<file path="src/rtl/freq_avg_bcd.sv">
// freq_avg_bcd: sliding-window average of gate counts, converted to 5-digit packed BCD.
// Latency: in_vld in cycle T -> out_vld in T+CNT_W+2; one sample in flight at a time.
// Backpressure: result held in HOLD until out_ready; strobes arriving while busy are dropped with a drop pulse.
// Optional: define FREQ_MINMAX_EN to add out_min/out_max tracking of the raw accepted samples.
module freq_avg_bcd #(
  parameter int CNT_W    = 16,
  parameter int AVG_LOG2 = 2
) (
  input  logic             clk,
  input  logic             rst,
  input  logic             clr,
  input  logic             in_vld,
  input  logic [CNT_W-1:0] in_cnt,
  output logic             out_vld,
  input  logic             out_ready,
  output logic [CNT_W-1:0] out_avg,
  output logic [19:0]      out_bcd,
`ifdef FREQ_MINMAX_EN
  output logic [CNT_W-1:0] out_min,
  output logic [CNT_W-1:0] out_max,
`endif
  output logic             busy,
  output logic             drop
);
  localparam int DEPTH  = 1 << AVG_LOG2;
  localparam int SUM_W  = CNT_W + AVG_LOG2;
  localparam int WP_W   = (AVG_LOG2 > 0) ? AVG_LOG2 : 1;
  localparam int STEP_W = $clog2(CNT_W + 1);

  typedef enum logic [1:0] {IDLE, ACC, CONV, HOLD} state_t;

  state_t            state_q, state_d;
  logic [CNT_W-1:0]  sample_q, sample_d;
  logic [SUM_W-1:0]  sum_q, sum_d;
  logic [WP_W-1:0]   wp_q, wp_d;
  logic              primed_q, primed_d;
  logic [CNT_W-1:0]  hist_q [DEPTH];
  logic [CNT_W-1:0]  hist_d [DEPTH];
  // Average is kept separately because bin_q is consumed by the conversion shifts.
  logic [CNT_W-1:0]  avg_q, avg_d;
  logic [CNT_W-1:0]  bin_q, bin_d;
  logic [19:0]       bcd_q, bcd_d;
  logic [STEP_W-1:0] step_q, step_d;
  logic [CNT_W-1:0]  out_avg_q, out_avg_d;
  logic [19:0]       out_bcd_q, out_bcd_d;
  logic              drop_q, drop_d;
`ifdef FREQ_MINMAX_EN
  logic [CNT_W-1:0]  min_q, min_d;
  logic [CNT_W-1:0]  max_q, max_d;
`endif

  logic [SUM_W-1:0]  sum_new;
  logic [19:0]       bcd_adj;
  logic [19:0]       bcd_step;
  logic [CNT_W-1:0]  bin_step;

  // Running sum after folding in the registered sample (first sample fills the whole window).
  always_comb begin
    if (!primed_q) begin
      sum_new = SUM_W'(sample_q) << AVG_LOG2;
    end else begin
      sum_new = sum_q - SUM_W'(hist_q[wp_q]) + SUM_W'(sample_q);
    end
  end

  // One double-dabble step: add 3 to every digit >= 5, then shift the {bcd, bin} pair left.
  always_comb begin
    bcd_adj = bcd_q;
    for (int i = 0; i < 5; i++) begin
      if (bcd_q[4*i +: 4] >= 4'd5) begin
        bcd_adj[4*i +: 4] = bcd_q[4*i +: 4] + 4'd3;
      end
    end
    {bcd_step, bin_step} = {bcd_adj, bin_q} << 1;
  end

  // FSM next state, history update, conversion datapath and clear handling.
  always_comb begin
    state_d   = state_q;
    sample_d  = sample_q;
    sum_d     = sum_q;
    wp_d      = wp_q;
    primed_d  = primed_q;
    hist_d    = hist_q;
    avg_d     = avg_q;
    bin_d     = bin_q;
    bcd_d     = bcd_q;
    step_d    = step_q;
    out_avg_d = out_avg_q;
    out_bcd_d = out_bcd_q;
`ifdef FREQ_MINMAX_EN
    min_d     = min_q;
    max_d     = max_q;
`endif
    drop_d    = in_vld && (state_q != IDLE) && !clr;

    case (state_q)
      IDLE: begin
        if (in_vld) begin
          sample_d = in_cnt;
          state_d  = ACC;
        end
      end
      ACC: begin
        sum_d    = sum_new;
        primed_d = 1'b1;
        if (!primed_q) begin
          for (int i = 0; i < DEPTH; i++) begin
            hist_d[i] = sample_q;
          end
        end else begin
          hist_d[wp_q] = sample_q;
          wp_d = (wp_q == WP_W'(DEPTH - 1)) ? '0 : wp_q + WP_W'(1);
        end
        avg_d   = sum_new[AVG_LOG2 +: CNT_W];
        bin_d   = sum_new[AVG_LOG2 +: CNT_W];
        bcd_d   = '0;
        step_d  = '0;
`ifdef FREQ_MINMAX_EN
        if (sample_q < min_q) min_d = sample_q;
        if (sample_q > max_q) max_d = sample_q;
`endif
        state_d = CONV;
      end
      CONV: begin
        bcd_d  = bcd_step;
        bin_d  = bin_step;
        step_d = step_q + STEP_W'(1);
        if (step_q == STEP_W'(CNT_W - 1)) begin
          out_avg_d = avg_q;
          out_bcd_d = bcd_step;
          state_d   = HOLD;
        end
      end
      HOLD: begin
        if (out_ready) state_d = IDLE;
      end
      default: state_d = IDLE;
    endcase

    if (clr) begin
      state_d   = IDLE;
      primed_d  = 1'b0;
      sum_d     = '0;
      wp_d      = '0;
      out_avg_d = '0;
      out_bcd_d = '0;
`ifdef FREQ_MINMAX_EN
      min_d     = '1;
      max_d     = '0;
`endif
    end
  end

  // State registers with asynchronous reset.
  always_ff @(posedge clk or posedge rst) begin
    if (rst) begin
      state_q   <= IDLE;
      sample_q  <= '0;
      sum_q     <= '0;
      wp_q      <= '0;
      primed_q  <= 1'b0;
      for (int i = 0; i < DEPTH; i++) hist_q[i] <= '0;
      avg_q     <= '0;
      bin_q     <= '0;
      bcd_q     <= '0;
      step_q    <= '0;
      out_avg_q <= '0;
      out_bcd_q <= '0;
      drop_q    <= 1'b0;
`ifdef FREQ_MINMAX_EN
      min_q     <= '1;
      max_q     <= '0;
`endif
    end else begin
      state_q   <= state_d;
      sample_q  <= sample_d;
      sum_q     <= sum_d;
      wp_q      <= wp_d;
      primed_q  <= primed_d;
      hist_q    <= hist_d;
      avg_q     <= avg_d;
      bin_q     <= bin_d;
      bcd_q     <= bcd_d;
      step_q    <= step_d;
      out_avg_q <= out_avg_d;
      out_bcd_q <= out_bcd_d;
      drop_q    <= drop_d;
`ifdef FREQ_MINMAX_EN
      min_q     <= min_d;
      max_q     <= max_d;
`endif
    end
  end

  assign out_vld = (state_q == HOLD);
  assign busy    = (state_q != IDLE);
  assign drop    = drop_q;
  assign out_avg = out_avg_q;
  assign out_bcd = out_bcd_q;
`ifdef FREQ_MINMAX_EN
  assign out_min = min_q;
  assign out_max = max_q;
`endif

endmodule

</file>
<file path="config.mk">
export PLATFORM = sky130hd
export DESIGN_NAME = freq_avg_bcd
export DESIGN_NICKNAME = d
export VERILOG_FILES = /design/src/rtl/freq_avg_bcd.sv
export SDC_FILE = /design/constraint.sdc
export NUM_CORES = 1
export LEC_CHECK = 0
export CAP_MARGIN = 20
export CORE_MARGIN = 4
export CORE_UTILIZATION = 49
export CTS_CLUSTER_SIZE = 16
export DETAILED_ROUTE_END_ITERATION = 8
export MAX_ROUTING_LAYER = met4
export PLACE_DENSITY = 0.67
export SYNTH_ARGS = -nofsm -noshare
export SYNTH_HDL_FRONTEND = slang
export SYNTH_SLANG_ARGS = --single-unit
</file>
<file path="constraint.sdc">
create_clock -name clk -period 8.6 [get_ports clk]
set_input_delay 1.72 -clock clk [delete_from_list [all_inputs] [get_ports clk]]
set_output_delay 1.72 -clock clk [all_outputs]
set_load 0.05 [all_outputs]
</file>
Yosys cells after proc, flatten, opt, wreduce, memory -nomap -nowiden
Index checks and enable logic that the tools add are counted.
Storage, ports and cells
  input port bits: 21
  flip-flop bits (word level): 197
  output and inout port bits: 39
  logic and storage cells: 91
Operators by class
  muxes and demuxes: 35
  reductions and logical operators: 15
  equal/unequal tests: 8
  add/subtract/negate cells: 9
  order comparisons: 7
  bitwise gates (word level): 1
Operator list (number)
  16-bit two-way mux: 6
  64-bit bitwise mux: 1
  64-bit two-way mux: 1
  20-bit two-way mux: 3
  18-bit two-way mux: 3
  20-bit one-hot mux with 2 select lines: 1
  16-bit binary-select mux with 2-bit select: 1
  16-bit demux with 2-bit select: 1
  16-bit one-hot mux with 2 select lines: 1
  4-bit by 3-bit greater-or-equal comparator with 1-bit output, second input constant: 5
  18-bit by 16-bit adder with 18-bit output: 1
  18-bit by 16-bit subtractor with 18-bit output: 1
  4-bit by 2-bit adder with 4-bit output, second input constant: 4
  2-bit two-way mux: 8
  4-bit two-way mux: 4
  2-bit nonzero test: 6
  5-bit one-hot mux with 2 select lines: 1
  2-bit one-hot mux with 4 select lines: 1
  2-bit == test, second input constant: 3
  3-bit != test, second input constant: 2
  2-bit AND reduction: 3
  5-bit by 1-bit adder with 5-bit output, second input constant: 1
  5-bit by 4-bit == test with 1-bit output, second input constant: 1
  3-bit by 2-bit adder with 3-bit output, second input constant: 1
  other kinds (12): 15

Depth between registers and ports, before layout
  word-level depth: 9
  mapped depth: 13
  mapped depth without buffers: 12

Worst setup path after synthesis
No wires, ideal clock.
  path type: flip-flop to flip-flop
  from: register wp_q[0]
  to: register bin_q[13]
  data required time: 8518 ps
  slack: 4926 ps
  cell stages (with the launch flop): 14
  arrival: 3592 ps
  period minus slack after synthesis: 3674 ps
  buffers on the path: 3
  setup time: 82 ps
  cells stage by stage: dfrtp_1 buf_2 buf_2 mux4_2 fa_1 inv_1 ha_1 clkbuf_1 a21oi_1 o21ai_1 mux2_1 a211oi_1 a21oi_1 a31oi_1
On the way
  cells in the longest elaborated chain, start to end: 8
RTL lines
  from (decl): line 35  | logic [WP_W-1:0] wp_q, wp_d;
  from (signal assigned): line 179  | wp_q <= wp_d;
  2-bit NOT with 3-bit output (implied by the code): line 62  | sum_new = sum_q - SUM_W'(hist_q[wp_q]) + SUM_W'(sample_q);
  16-bit binary-select mux with 2-bit select: line 62
  16-bit two-way mux (implied by the code) (2 in series): line 62
  18-bit by 16-bit subtractor with 18-bit output: line 62
  18-bit by 16-bit adder with 18-bit output: line 62
  18-bit two-way mux: line 59  | if (!primed_q) begin
  16-bit one-hot mux with 2 select lines: line 97  | case (state_q)
  to (signal assigned): line 183  | bin_q <= bin_d;
  to (decl): line 41  | logic [CNT_W-1:0] bin_q, bin_d;
Every way passes these cells. The select of a mux whose other input is x is not followed.
A chain may end at the register's enable or synchronous reset.

Worst setup path after layout
  from: register wp_q[1]
  to: register sum_q[14]
On the way
  cells in the longest elaborated chain, start to end: 9
RTL lines
  2-bit NOT with 3-bit output (implied by the code): line 62
  16-bit binary-select mux with 2-bit select: line 62
  16-bit two-way mux (implied by the code) (2 in series): line 62
  18-bit by 16-bit subtractor with 18-bit output: line 62
  18-bit by 16-bit adder with 18-bit output: line 62
  18-bit two-way mux: line 59
  18-bit two-way mux: line 97
  18-bit two-way mux: line 141  | if (clr) begin
  to (signal assigned): line 178  | sum_q <= sum_d;
  to (decl): line 34  | logic [SUM_W-1:0] sum_q, sum_d;
Every way passes these cells. The select of a mux whose other input is x is not followed.

==> impl_metrics.tcl <==
set metrics [dict create \
    status "completed" \
    power_leakage_uw 0.00500 \
    die_x_um 152 \
    synthTopCellsByArea "dfrtp_1 49%, ha_1 4.8%, nand2_1 4.3%, o21ai_0 4.3%, inv_1 3.9%" \
    maxCapViolations 0 \
    r2r-start "wp_q[1]" \
    postSynthNetCount 1088 \
    slew-limit-headroom_pct 40.5 \
    reg2reg_slack_ns 4.64 \
    numPortBuffers 59 \
    start_util_pct 49.9 \
    post_cts_buffers 0 \
    die_h_um 152 \
    start_kind "flip-flop" \
    antennaDiodeCount 0 \
    antenna_found_initial 0 \
    yosysWarnings 0 \
    dr.pass1.iters 4 \
    synthFlopType "dfrtp_1" \
    dp.cells 1297 \
    drc 0 \
    post_cts_resize_count 0 \
    yosysTopAreaCell "dfrtp_1" \
    synth_edf_count 0 \
    clockBufferDepth 2 \
    vias 7320 \
    ys_seq_elements 197 \
    die-area_sq_um 23000 \
    synthTopCellsByCount "197 x dfrtp_1, 117 x nand2_1, 106 x inv_1" \
    fin_tns_setup_ns 0 \
    hp-class "reg2reg" \
    cp-startpoint "wp_q[1]" \
    drive_gt1_share_pct 10.3 \
    grt_pass1_wl_um 37600 \
    clkTransAtPathRegs_ns 0.07 \
    hp-start "hist_q[28]" \
    clock_latency_ns 0.43 \
    irDropWorstVdd_mv 0.217 \
    synth.most_common_cell "dfrtp_1" \
    first_global_vias 7165 \
    fin_crit_ns 3.96 \
    synth_area_per_cell_sq_um 9.98 \
    syn_to_final_growth_pct 13.7 \
    worstMarginPinSlew_ns 0.893 \
    crit_path_end_kind "flip-flop" \
    viasPerCell 5.51 \
    gp_congestion 0.873 \
    cp_max_fo 20 \
    grt_usage_pct 21.2 \
    dpl-instance-area_sq_um 10900 \
    clock_skew_ns 0.0120 \
    cts.sinks 197 \
    core_area_sq_um 20200 \
    ys_seq_area_share_pct 48.8 \
    grt_max_degree 128 \
    timing_worst_setup_path_type "reg2reg" \
    cp.required_ns 8.87 \
    htree_levels 4 \
    routed_wirelength_um 22400 \
    async_flop_share_pct 100 \
    stdcell_count 1329 \
    antenna_left 0 \
    synth_top_area_share_pct 48.8 \
    syn-cell-area_sq_um 10100 \
    nets 1122 \
    synth_cell_type_count 65 \
    hold_viol_final 0 \
    timing.final.crit_share_pct 46.1 \
    clockRootBuffer "clkbuf_16" \
    synthCells 1012 \
    overflow 0 \
    finalInstanceArea_sq_um 11500 \
    fmax_mhz 252 \
    cts_buffers 17 \
    rsz0062_at_grt "no" \
    setup_violations 0 \
    timing.final.max_slew_violations 0 \
    first_iter_violations 474 \
    cp.arrival_ns 4.24 \
    io_pins 60 \
    wl_per_cell_um 16.8 \
    cts_hold_buf 0 \
    hpwl_um 15400 \
    hold_ws_ns 0.481 \
    powerDensity_nw_per_um2 446 \
    rows 52 \
    cts_tree "built" \
]
[metrics by stage]
stage                     total power, uW  utilization (%)  setup slack [ns]
after global placement               4310             54.0              4.71
after detailed placement             4340             54.0              4.67
final                                5120             56.8              4.64
after global routing                 5610             56.8              4.41
after floorplan                      3670                -              1.51
after CTS                            5130             56.8              4.66
[path summary, 6_finish.rpt]
path                            cells after the start          to
max in group asynchronous                           3  hist_q[52]
worst max register to register                      9   sum_q[14]
min in group asynchronous                           2  out_bcd[8]
worst max-delay path                                9   sum_q[14]
worst min-delay path                                2  hist_q[28]
worst min register to register                      2  hist_q[28]
[registers in the layout, summed over array words and instances (netlist names), 5 cells and up]
| name | flops |
|---|---|
| sample_q | 16 |
| avg_q | 16 |
| out_bcd | 20 |
| bin_q | 16 |
| step_q | 5 |
| hist_q | 64 |
| out_avg | 16 |
| bcd_q | 20 |
| sum_q | 18 |
[routing by layer]
layer	GRT usage (%)	share of wire, %
met3	3.45	4.1
met4	4.67	1.2
met1	30.8	49
met5	-	0
met2	31.9	45
[where the power goes]
part / leakage, uW / switching (uW) / internal, uW
sequential: 0.00252 / 189 / 1240
combinational: 0.00220 / 1840 / 1090
clock: 0.000272 / 377 / 390
[cell usage in the layout (no fill, tap or decap), types with 16 or more instances in the layout]
cell,n
dfrtp_1,197
nand2_1,117
inv_1,105
o21ai_0,87
nor2_1,62
clkdlybuf4s50_1,59
a21oi_1,53
ha_1,38
mux2_2,30
o21ai_1,27
a22o_1,22
o22ai_1,22
a211oi_1,20
clkbuf_16,17
mux4_2,16
fa_1,16
[area by class of cell]
cell class | instances | area [sq um]
Clock buffer | 20 | 447
Multi-Input combinational cell | 653 | 4570
Fill cell | 1756 | 8750
Sequential cell | 197 | 4930
Inverter | 106 | 405
Timing Repair Buffer | 71 | 681
Tap cell | 270 | 338
Clock inverter | 12 | 116
[critical path, cell delays in order (launching register included)]
cell       delay [ns]
dfrtp_1          0.89
mux4_2           0.45
fa_1             0.50
fa_1             0.46
nor2b_2          0.20
o2111ai_1        0.18
a2111oi_1        0.57
o31ai_1          0.16
a31oi_2          0.29
a211oi_2         0.11
[cells by family (layout without fill, tap and decap cells)]
logic type      after synthesis  after routing  synth area share [%]
simple gates                244            244                  10.5
flops                       197            197                  48.8
mux                          52             52                  7.57
buf+inv                     162            209                  6.09
fa+ha+maj                    55             55                  8.00
xor+xnor                     10             10                 0.867
compound gates              292            292                  18.1
(Power assumes the default switching activity.)
